[config.mk]
export PLATFORM = sky130hd
export DESIGN_NAME = input_conditioner
export DESIGN_NICKNAME = d
export VERILOG_FILES = /design/src/rtl/input_conditioner.sv
export SDC_FILE = /design/constraint.sdc
export NUM_CORES = 1
export LEC_CHECK = 0
export BUFFER_PORTS_ARGS = -buffer_cell sky130_fd_sc_hd__buf_2
export CAP_MARGIN = 20
export CORE_ASPECT_RATIO = 1.5
export CORE_UTILIZATION = 49
export DETAILED_ROUTE_END_ITERATION = 16
export PLACE_DENSITY_LB_ADDON = 0.25
export SLEW_MARGIN = 0
export SYNTH_ARGS = -nofsm -noshare
export SYNTH_HDL_FRONTEND = slang
export SYNTH_HIERARCHICAL = 1
export SYNTH_SLANG_ARGS = --single-unit
[constraint.sdc]
create_clock -name clk -period 1.7 [get_ports clk]
set_clock_uncertainty 0.15 [all_clocks]
set_input_delay 0.51 -clock clk [delete_from_list [all_inputs] [get_ports clk]]
set_output_delay 0.51 -clock clk [all_outputs]
set_load 0.02 [all_outputs]
[src/rtl/input_conditioner.sv]
// Panel input front end: sync, debounce, edge detect, pulse stretch.
// Define INPUT_LOCKOUT_EN to suppress hook/unhook pulses while write_mode=1.

module ic_debounce #(
    parameter int W   = 1,
    parameter int DEB = 16
) (
    input  logic         clk,
    input  logic         reset,
    input  logic [W-1:0] d,
    output logic [W-1:0] q
);

    localparam int CW = $clog2(DEB);
    localparam logic [CW-1:0] LAST = CW'(DEB - 1);

    logic [CW-1:0] cnt;
    logic [W-1:0]  prev;

    // prev lets a multi-bit bus restart its count when it moves mid-count
    always_ff @(posedge clk) begin
        if (reset) begin
            q    <= '0;
            cnt  <= '0;
            prev <= '0;
        end else begin
            prev <= d;
            if (d == q) begin
                cnt <= '0;
            end else if (d != prev && cnt != '0) begin
                cnt <= '0;
            end else if (cnt == LAST) begin
                q   <= d;
                cnt <= '0;
            end else begin
                cnt <= cnt + 1'b1;
            end
        end
    end

endmodule

module input_conditioner #(
    parameter int DEB_CYCLES = 16,
    parameter int PULSE_LEN  = 2
) (
    input  logic       clk,
    input  logic       reset,
    input  logic       btn_hook,
    input  logic       btn_unhook,
    input  logic       btn_write,
    input  logic [1:0] sw_mode,
    output logic       hooked,
    output logic       unhooked,
    output logic       write_mode,
    output logic [1:0] mode_in
);

    localparam logic [1:0] IDLE    = 2'd0;
    localparam logic [1:0] PULSE_H = 2'd1;
    localparam logic [1:0] PULSE_U = 2'd2;

    localparam int PW = $clog2(PULSE_LEN);
    localparam logic [PW-1:0] PLAST = PW'(PULSE_LEN - 1);

    logic [4:0]    s1;
    logic [4:0]    s2;
    logic          hook_s;
    logic          unhook_s;
    logic          write_s;
    logic [1:0]    mode_s;
    logic          hook_d;
    logic          unhook_d;
    logic          write_d;
    logic          rise_h;
    logic          rise_u;
    logic          rise_w;
    logic          go;
    logic [1:0]    state;
    logic [PW-1:0] pcnt;

    always_ff @(posedge clk) begin
        if (reset) begin
            s1 <= '0;
            s2 <= '0;
        end else begin
            s1 <= {sw_mode, btn_write, btn_unhook, btn_hook};
            s2 <= s1;
        end
    end

    ic_debounce #(.W(1), .DEB(DEB_CYCLES)) u_deb_h (
        .clk   (clk),
        .reset (reset),
        .d     (s2[0]),
        .q     (hook_s)
    );

    ic_debounce #(.W(1), .DEB(DEB_CYCLES)) u_deb_u (
        .clk   (clk),
        .reset (reset),
        .d     (s2[1]),
        .q     (unhook_s)
    );

    ic_debounce #(.W(1), .DEB(DEB_CYCLES)) u_deb_w (
        .clk   (clk),
        .reset (reset),
        .d     (s2[2]),
        .q     (write_s)
    );

    ic_debounce #(.W(2), .DEB(DEB_CYCLES)) u_deb_m (
        .clk   (clk),
        .reset (reset),
        .d     (s2[4:3]),
        .q     (mode_s)
    );

    always_ff @(posedge clk) begin
        if (reset) begin
            hook_d   <= 1'b0;
            unhook_d <= 1'b0;
            write_d  <= 1'b0;
        end else begin
            hook_d   <= hook_s;
            unhook_d <= unhook_s;
            write_d  <= write_s;
        end
    end

    assign rise_h = hook_s & ~hook_d;
    assign rise_u = unhook_s & ~unhook_d;
    assign rise_w = write_s & ~write_d;

`ifdef INPUT_LOCKOUT_EN
    assign go = ~write_mode;
`else
    assign go = 1'b1;
`endif

    // simultaneous hook and unhook edges cancel each other
    always_ff @(posedge clk) begin
        if (reset) begin
            state    <= IDLE;
            pcnt     <= '0;
            hooked   <= 1'b0;
            unhooked <= 1'b0;
        end else begin
            unique case (state)
                IDLE: begin
                    pcnt <= '0;
                    if (go && rise_h && !rise_u) begin
                        state  <= PULSE_H;
                        hooked <= 1'b1;
                    end else if (go && rise_u && !rise_h) begin
                        state    <= PULSE_U;
                        unhooked <= 1'b1;
                    end
                end
                PULSE_H, PULSE_U: begin
                    if (pcnt == PLAST) begin
                        state    <= IDLE;
                        pcnt     <= '0;
                        hooked   <= 1'b0;
                        unhooked <= 1'b0;
                    end else begin
                        pcnt <= pcnt + 1'b1;
                    end
                end
                default: begin
                    state    <= IDLE;
                    pcnt     <= '0;
                    hooked   <= 1'b0;
                    unhooked <= 1'b0;
                end
            endcase
        end
    end

    always_ff @(posedge clk) begin
        if (reset) begin
            write_mode <= 1'b0;
            mode_in    <= 2'b00;
        end else begin
            write_mode <= write_mode ^ rise_w;
            if (write_mode) begin
                mode_in <= mode_s;
            end
        end
    end

endmodule
* Yosys cells after proc, flatten, opt, wreduce, memory -nomap -nowiden
Cells that the tools add are included.
** Cells by class
- Add/sub/neg operators :: 5
- Equal/unequal tests :: 19
- Multiplexer cells :: 10
- Bitwise gates (word level) :: 16
- Reductions and logical operators :: 26
** Operators with widths (count)
- 4-bit by 1-bit adder with 4-bit output (second input constant) :: 4
- 4-bit equality test (second input constant) :: 4
- 4-bit nonzero test :: 4
- 4-bit OR reduction :: 4
- 3-bit AND reduction :: 5
- 1-bit inverter :: 12
- 2-bit inequality test (second input constant) :: 4
- 1-bit logical AND :: 6
- 2-bit 2-to-1 mux :: 3
- 1-bit 2-to-1 mux :: 4
- 1-bit one-hot mux with 2 select lines :: 2
- 2-bit one-hot mux with 2 select lines :: 1
- 2-bit AND reduction :: 2
- 1-bit AND :: 3
- 1-bit equality test :: 3
- 1-bit inequality test :: 3
- 3-bit inequality test (second input constant) :: 1
- 3-bit OR reduction :: 1
- 2-bit by 1-bit equality test with 1-bit output (second input constant) :: 1
- 2-bit equality test :: 1
- 2-bit equality test (second input constant) :: 1
- 1-bit zero test :: 2
- 2-bit zero test :: 1
- 2-bit inequality test :: 1
- other kinds (3) :: 3
** Storage, ports and cells
- Flip-flop bits (word level) :: 47
- Input port bits :: 7
- Logic and storage cells :: 99

* Longest topological paths before layout
Gate-level depths: netlist of run 1.
- Depth in word-level cells :: 7
- Mapped depth :: 5
- Mapped depth without buffers :: 5

* Cells and area by module
The synthesis of run 1 kept the hierarchy.
** By module, submodules not included
- ic_debounce (u_deb_h ...) :: instances 3, cells each 29, area each 279.0 um2, seq. area each 120.1 um2
- input_conditioner :: instances 1, cells each 66, area each 698.2 um2, seq. area each 420.4 um2
- ic_debounce (u_deb_m) :: instances 1, cells each 34, area each 360.3 um2, seq. area each 160.2 um2

* Worst setup path after synthesis of run 1
No wires, ideal clock.
- Kind :: register to register
- Start :: register u_deb_h.cnt[0]
- End :: register u_deb_h.cnt[3]
- Arrival :: 1.291 ns
- Data required time :: 1.477 ns
- Setup slack :: 0.186 ns
- Stages on the path, launching flop included :: 6
- Path buffers :: 0
- Clock period less this slack :: 1.514 ns
- Cells stage by stage :: dfxtp_1 -> inv_1 -> ha_1 -> or3b_1 -> a211o_1 -> nor3_2
** Between the ends
- Longest elaborated chain between the ends :: 3
- Elaborated cells on any way between the ends :: 5
- Those cells by class :: add/sub: 1; eq/ne: 1; reduce/logical: 3
** Ends and longest elaborated chain
- start, declared :: line 17 : logic [CW-1:0] cnt;
- start signal, assigned :: line 36 : cnt <= cnt + 1'b1;
- branches (longest 3 deep; another with 4-bit by 1-bit adder with 4-bit output)
Parallel ways; which one is timed is not known.
A chain may end at the register's enable or synchronous reset.

* Worst setup path in the final report of run 1
- Start :: register u_deb_h.cnt[0]
- End :: register u_deb_h.cnt[0]
Same word-level chain as after synthesis.

==> impl_metrics.env, run 1 <==
export IMPL_critical_path_s_top_delay_family="simple AND/OR/NAND/NOR gates"
export IMPL_rr_endpoint="u_deb_h/cnt[0]"
export IMPL_clk_pin_slew_worst_paths_ps=80
export IMPL_worst_vdd_rail_ir_drop_uv=649
export IMPL_place_inst=241
export IMPL_critPathBufInv=1
export IMPL_post_syn_area_per_cell_um2=10.1
export IMPL_drt_antenna_violating_nets=0
export IMPL_start_kind="register"
export IMPL_grt_antenna_before_repair=0
export IMPL_final_seq_area_um2=945
export IMPL_hold_path_class="in -> reg"
export IMPL_netlist_top_cells_area="sky130_fd_sc_hd__dfxtp_1, sky130_fd_sc_hd__nor2b_1, sky130_fd_sc_hd__ha_1"
export IMPL_mostFrequentLayoutCells="sky130_fd_sc_hd__dfxtp_1, sky130_fd_sc_hd__nor2b_1, sky130_fd_sc_hd__nor2_1"
export IMPL_clk_insertion_delay_late_ps=290
export IMPL_r2r_slack_ps=60
export IMPL_rsz0062_at_grt="yes"
export IMPL_core_area_mm2=0.00368
export IMPL_fin_crit_sh=0.963
export IMPL_diodes=0
export IMPL_drt_total_wl_mm=3.19
export IMPL_min_to="s1[1]"
export IMPL_postCtsHoldBufs=0
export IMPL_achievable_frequency_mhz=611
export IMPL_worstSetupEndpointType="register"
export IMPL_worst_setup_path_type="reg -> reg"
export IMPL_synthDistinctLibCells=27
export IMPL_power_density_mw_per_mm2=895
export IMPL_residual_drc=0
export IMPL_dr_total_vias=1302
export IMPL_cts_path_max_buffers=2
export IMPL_routabilityCongestion=0.747
export IMPL_layout_cells_most_common="sky130_fd_sc_hd__dfxtp_1"
export IMPL_drtIter0Drc=18
export IMPL_finalMaxSlewViolations=0
export IMPL_sequential_to_total_area_share_from_yosys_stat=0.496
export IMPL_min_period_ps=1640
export IMPL_timing_critical_path_slowest_stage_cell="sky130_fd_sc_hd__a211o_1"
export IMPL_grt_start_max_net_pins=18
export IMPL_post_drt_wl_per_cell_um=12.7
export IMPL_min_from="btn_unhook"
export IMPL_worstPathMaxFanout=4
export IMPL_area_growth_pct=13.1
export IMPL_initial_utilization=0.515
export IMPL_synth_top_area_cell="sky130_fd_sc_hd__dfxtp_1"
export IMPL_data_arrival_time_at_the_worst_slack_endpoint_ps=1710
export IMPL_synth_cells=187
export IMPL_top_level_ports=12
export IMPL_grt_first_pass_wirelength_mm=5.14
export IMPL_instances_no_fill=251
export IMPL_die_width_um=52.8
export IMPL_leakage_nw=0.827
export IMPL_clock_sink_count=47
export IMPL_grt_pass1_vias=1306
export IMPL_timing_hold_ws_ps=266
export IMPL_gr_total_overflow=0
export IMPL_final_nets=223
export IMPL_yosysWarnings=6
export IMPL_root_buffer="sky130_fd_sc_hd__clkbuf_8"
export IMPL_critical_path_max_stage_delay_ps=370
export IMPL_crit_reg2reg_launch="u_deb_h/cnt[0]"
export IMPL_critPathRequiredTime_ps=1770
export IMPL_cts_tree="done"
export IMPL_report_final_hold_viol_count=0
export IMPL_post_drt_via_cell_ratio=5.19
export IMPL_max_cap_violations=0
export IMPL_hold_depth=2
export IMPL_post_synth_instance_area_mm2=0.00190
export IMPL_dp_hpwl_mm=2.40
export IMPL_synth_net_count=203
export IMPL_worst_path_stages=5
export IMPL_multiInputGateArea_um2=920
export IMPL_rows=27
export IMPL_number_of_cts_inserted_buffers=5
export IMPL_max_slew_margin_rel=0.762
export IMPL_fraction_of_final_layout_cells_with_drive_strength_greater_than_1=0.183
export IMPL_grtUsageTotal=0.171
export IMPL_die_height_um=78.2
export IMPL_synth_ff_latch_count=47
export IMPL_cts_htree_levels=2
export IMPL_yosysTopAreaCellShare=0.496
export IMPL_run_status="finished, final reports clean"
export IMPL_filler_cell_count=335
export IMPL_i_o_buffers=11
export IMPL_setup_viol=0
export IMPL_floorplan_die_area_mm2=0.00413
export IMPL_reg2reg_depth=5
export IMPL_slew_of_the_pin_with_the_lowest_slew_margin_ps=356
export IMPL_dr_pass1_iters=4
export IMPL_worstPathCellList="inv_2, ha_4, or3b_1, a211o_1, nor3_2"
## report_power, final
part | internal (mW) | leakage, nW | total (mW) | switching [mW]
combinational | 0.0334 | 0.394 | 0.0660 | 0.0326
sequential | 1.12 | 0.383 | 1.13 | 0.0134
clock | 0.370 | 0.0505 | 0.722 | 0.352
total | 1.52 | 0.827 | 1.92 | 0.398
## cell type report
| class | instances | area share |
|---|---|---|
| clock buffer | 7 | 0.0449 |
| clock inverter | 1 | 0.00350 |
| inverter | 10 | 0.0175 |
| multi-input combinational | 128 | 0.429 |
| sequential | 47 | 0.440 |
| tap | 43 | 0.0251 |
| timing repair buffer | 15 | 0.0397 |
## flip-flops by register name, indices dropped and copies added (netlist names), 2 cells and up
name	count
u_deb_h/cnt	4
u_deb_m/prev	2
s2	5
u_deb_m/cnt	4
mode_in	2
u_deb_w/cnt	4
state	2
u_deb_u/cnt	4
s1	5
u_deb_m/q	2
## cell usage after synthesis, drive strengths merged
cell type	instances
dfxtp	47
nor2b	22
nor2	13
xnor2	12
inv	10
nand3	10
ha	9
nor3	9
nand2	8
a31oi	7
xor2	7
and3	5
a211o	4
nand2b	3
o21ai	3
or3b	3
and2b	2
buf	2
mux2	2
mux2i	2
nand4	2
o211ai	2
a22oi	1
nor3b	1
o21bai	1
## worst max-delay path by stage
stage	start	to	slack, ps
4_1_cts	u_deb_h/cnt[0]	u_deb_h/cnt[3]	50
6_report	u_deb_h/cnt[0]	u_deb_h/cnt[0]	60
3_3_place_gp	u_deb_w/cnt[0]	u_deb_w/cnt[3]	160
5_1_grt	u_deb_h/cnt[0]	u_deb_h/cnt[0]	-9
2_1_floorplan	u_deb_h/cnt[0]	u_deb_h/cnt[3]	190
3_5_place_dp	u_deb_h/cnt[0]	u_deb_h/cnt[3]	70
## logic make-up after synthesis
group | count (synthesis) | synth area share
AND/OR/NAND/NOR | 78 | 0.240
flip-flops | 47 | 0.496
XOR/XNOR | 19 | 0.0878
AO/OA/AOI/OAI | 18 | 0.0653
buffers and inverters | 12 | 0.0251
adder cells (fa/ha/maj) | 9 | 0.0594
multiplexers | 4 | 0.0264
## metal layers
layer,share of wire,global-route usage,up-vias
met5,0,0,-
met4,0.019,0.0868,0
met3,0.026,0.0465,6
met2,0.57,0.327,20
met1,0.39,0.152,609
li1,-,-,667
## what timing repair did
item / 4_1_cts / 5_1_grt
gates resized for setup: 0 / 7
setup buffers: 0 / 2
endpoints found under the setup margin: 0 / 3
## through the flow
| step | area [um2] | power, mW | setup WS (ps) | TNS [ps] | utilization |
|---|---|---|---|---|---|
| after floorplan | 1900 | 1.20 | 186 | 0 | - |
| after global placement | 2010 | 1.22 | 165 | 0 | 0.546 |
| after detailed placement | 2010 | 1.22 | 65.9 | 0 | 0.546 |
| after CTS | 2110 | 1.94 | 45.8 | 0 | 0.574 |
| after global routing | 2140 | 1.99 | -9.45 | -9.45 | 0.582 |
| final | 2140 | 1.92 | 63.1 | 0 | 0.582 |
(Power assumes the default switching activity.)
==> run 2, diff against run 1 <==
- CORE_ASPECT_RATIO: 1.5 -> 0.6
==> impl_metrics.env, run 2 (synthesis results as in run 1) <==
export IMPL_grtUsageTotal=0.182
export IMPL_root_buffer="sky130_fd_sc_hd__clkbuf_8"
export IMPL_final_nets=221
export IMPL_grt_start_max_net_pins=27
export IMPL_core_area_mm2=0.00368
export IMPL_postCtsHoldBufs=0
export IMPL_timing_hold_ws_ps=270
export IMPL_dr_pass1_iters=4
export IMPL_filler_cell_count=318
export IMPL_dr_total_vias=1306
export IMPL_drt_total_wl_mm=3.17
export IMPL_finalMaxSlewViolations=0
export IMPL_layout_cells_most_common="sky130_fd_sc_hd__dfxtp_1"
export IMPL_drtIter0Drc=41
export IMPL_setup_viol=0
export IMPL_top_level_ports=12
export IMPL_leakage_nw=0.811
export IMPL_diodes=0
export IMPL_grt_first_pass_wirelength_mm=5.51
export IMPL_rr_endpoint="u_deb_w/cnt[0]"
export IMPL_critPathRequiredTime_ps=1770
export IMPL_clockPowerShare=0.348
export IMPL_gr_total_overflow=0
export IMPL_run_status="finished, final reports clean"
export IMPL_mostFrequentLayoutCells="sky130_fd_sc_hd__dfxtp_1, sky130_fd_sc_hd__nor2b_1, sky130_fd_sc_hd__nor2_1"
export IMPL_combinational_fraction_of_design_power=0.034
export IMPL_post_drt_wl_per_cell_um=12.5
export IMPL_fin_crit_sh=0.968
export IMPL_swShare=0.215
export IMPL_grt_pass1_vias=1327
export IMPL_min_to="s1[3]"
export IMPL_cts_tree="done"
export IMPL_i_o_buffers=11
export IMPL_hold_depth=2
export IMPL_critical_path_max_stage_delay_ps=370
export IMPL_dp_hpwl_mm=2.23
export IMPL_residual_drc=0
export IMPL_max_cap_violations=0
export IMPL_min_from="sw_mode[0]"
export IMPL_max_slew_margin_rel=0.685
export IMPL_grt_antenna_before_repair=0
export IMPL_cts_path_max_buffers=2
export IMPL_start_kind="register"
export IMPL_die_height_um=50.2
export IMPL_place_inst=245
export IMPL_final_seq_area_um2=945
export IMPL_initial_utilization=0.515
export IMPL_die_width_um=82.3
export IMPL_area_growth_pct=10.8
export IMPL_clock_sink_count=47
export IMPL_achievable_frequency_mhz=608
export IMPL_worst_setup_path_type="reg -> reg"
export IMPL_post_drt_via_cell_ratio=5.16
export IMPL_cts_htree_levels=2
export IMPL_data_arrival_time_at_the_worst_slack_endpoint_ps=1710
export IMPL_worst_vdd_rail_ir_drop_uv=575
export IMPL_clk_pin_slew_worst_paths_ps=80
export IMPL_crit_reg2reg_launch="u_deb_w/cnt[0]"
export IMPL_drt_antenna_violating_nets=0
export IMPL_fraction_of_final_layout_cells_with_drive_strength_greater_than_1=0.150
export IMPL_r2r_slack_ps=50
export IMPL_number_of_cts_inserted_buffers=5
export IMPL_worstSetupEndpointType="register"
export IMPL_timing_critical_path_slowest_stage_cell="sky130_fd_sc_hd__a211o_1"
export IMPL_routabilityCongestion=0.821
export IMPL_instances_no_fill=253
export IMPL_report_final_hold_viol_count=0
export IMPL_floorplan_die_area_mm2=0.00413
export IMPL_cell_internal_pwr_mw=1.44
export IMPL_finalSetupTns_ps=0
export IMPL_reg2reg_depth=5
export IMPL_power_density_mw_per_mm2=873
export IMPL_slew_of_the_pin_with_the_lowest_slew_margin_ps=472
export IMPL_rows=17
export IMPL_rsz0062_at_grt="no"
export IMPL_power_share_sequential=0.618
export IMPL_power_net_switching_uw=394
export IMPL_reg_largest_list="s1 (5), s2 (5)"
export IMPL_hold_path_class="in -> reg"
export IMPL_worstPathMaxFanout=4
export IMPL_multiInputGateArea_um2=907
export IMPL_worstPathCellList="inv_1, ha_1, or3b_1, a211o_1, nor3_2"
export IMPL_clk_insertion_delay_late_ps=290
export IMPL_min_period_ps=1650
==> run 2: routing by layer <==
layer  routed length, um  global-route usage  up-vias
met5                   0                   0        -
met3                 118              0.0600        8
met1                1550               0.217      613
met2                1450               0.292       21
li1                    -                   -      664
met4                  55              0.0906        0
==> run 2: power by group through the flow <==
stage | registers (mW) | clock network [mW] | logic (mW)
6_report | 1.13 | 0.638 | 0.0619
5_1_grt | 1.14 | 0.705 | 0.0697
2_1_floorplan | 1.15 | 0 | 0.0418
3_5_place_dp | 1.16 | 0 | 0.0620
4_1_cts | 1.13 | 0.661 | 0.0628
3_3_place_gp | 1.16 | 0 | 0.0596
==> run 2: cell type report <==
cell class / count / area share
multi-input cells: 128 / 0.432
clock buffers: 7 / 0.0364
clock inverters: 1 / 0.00238
repair buffers: 13 / 0.0334
well taps: 47 / 0.0280
inverters: 10 / 0.0179
flip-flops and latches: 47 / 0.450
==> run 2: through the flow <==
stage	setup WS [ps]	instance area, um2	total power [mW]	utilization
6_report	54.2	2100	1.83	0.571
3_5_place_dp	52.7	2010	1.22	0.547
2_1_floorplan	186	1900	1.20	-
3_3_place_gp	133	2010	1.22	0.547
5_1_grt	9.10	2100	1.91	0.571
4_1_cts	19.1	2100	1.86	0.570
==> run 2: what timing repair did <==
| item | 4_1_cts | 5_1_grt |
|---|---|---|
| buffers inserted | 0 | 0 |
| endpoints found under the setup margin | 0 | 3 |
| resized for setup | 0 | 3 |
| hold endpoints to repair | 0 | 0 |
==> run 2: worst max-delay path by stage <==
stage / start / end / slack (ps)
final: u_deb_w/cnt[0] / u_deb_w/cnt[0] / 50
after detailed placement: u_deb_w/cnt[0] / u_deb_w/cnt[3] / 50
after global routing: u_deb_w/cnt[0] / u_deb_w/cnt[0] / 9
after CTS: u_deb_w/cnt[0] / u_deb_w/cnt[3] / 20
after global placement: u_deb_u/cnt[0] / u_deb_u/cnt[3] / 130
after floorplan: u_deb_h/cnt[0] / u_deb_h/cnt[3] / 190
==> run 2: critical path: cells and delay by family, from the launching register on <==
| family | cells | cell delay, ps |
|---|---|---|
| compound gates | 1 | 370 |
| fa+ha+maj | 1 | 130 |
| buf+inv | 1 | 50 |
| flops | 1 | 340 |
| simple gates | 2 | 520 |
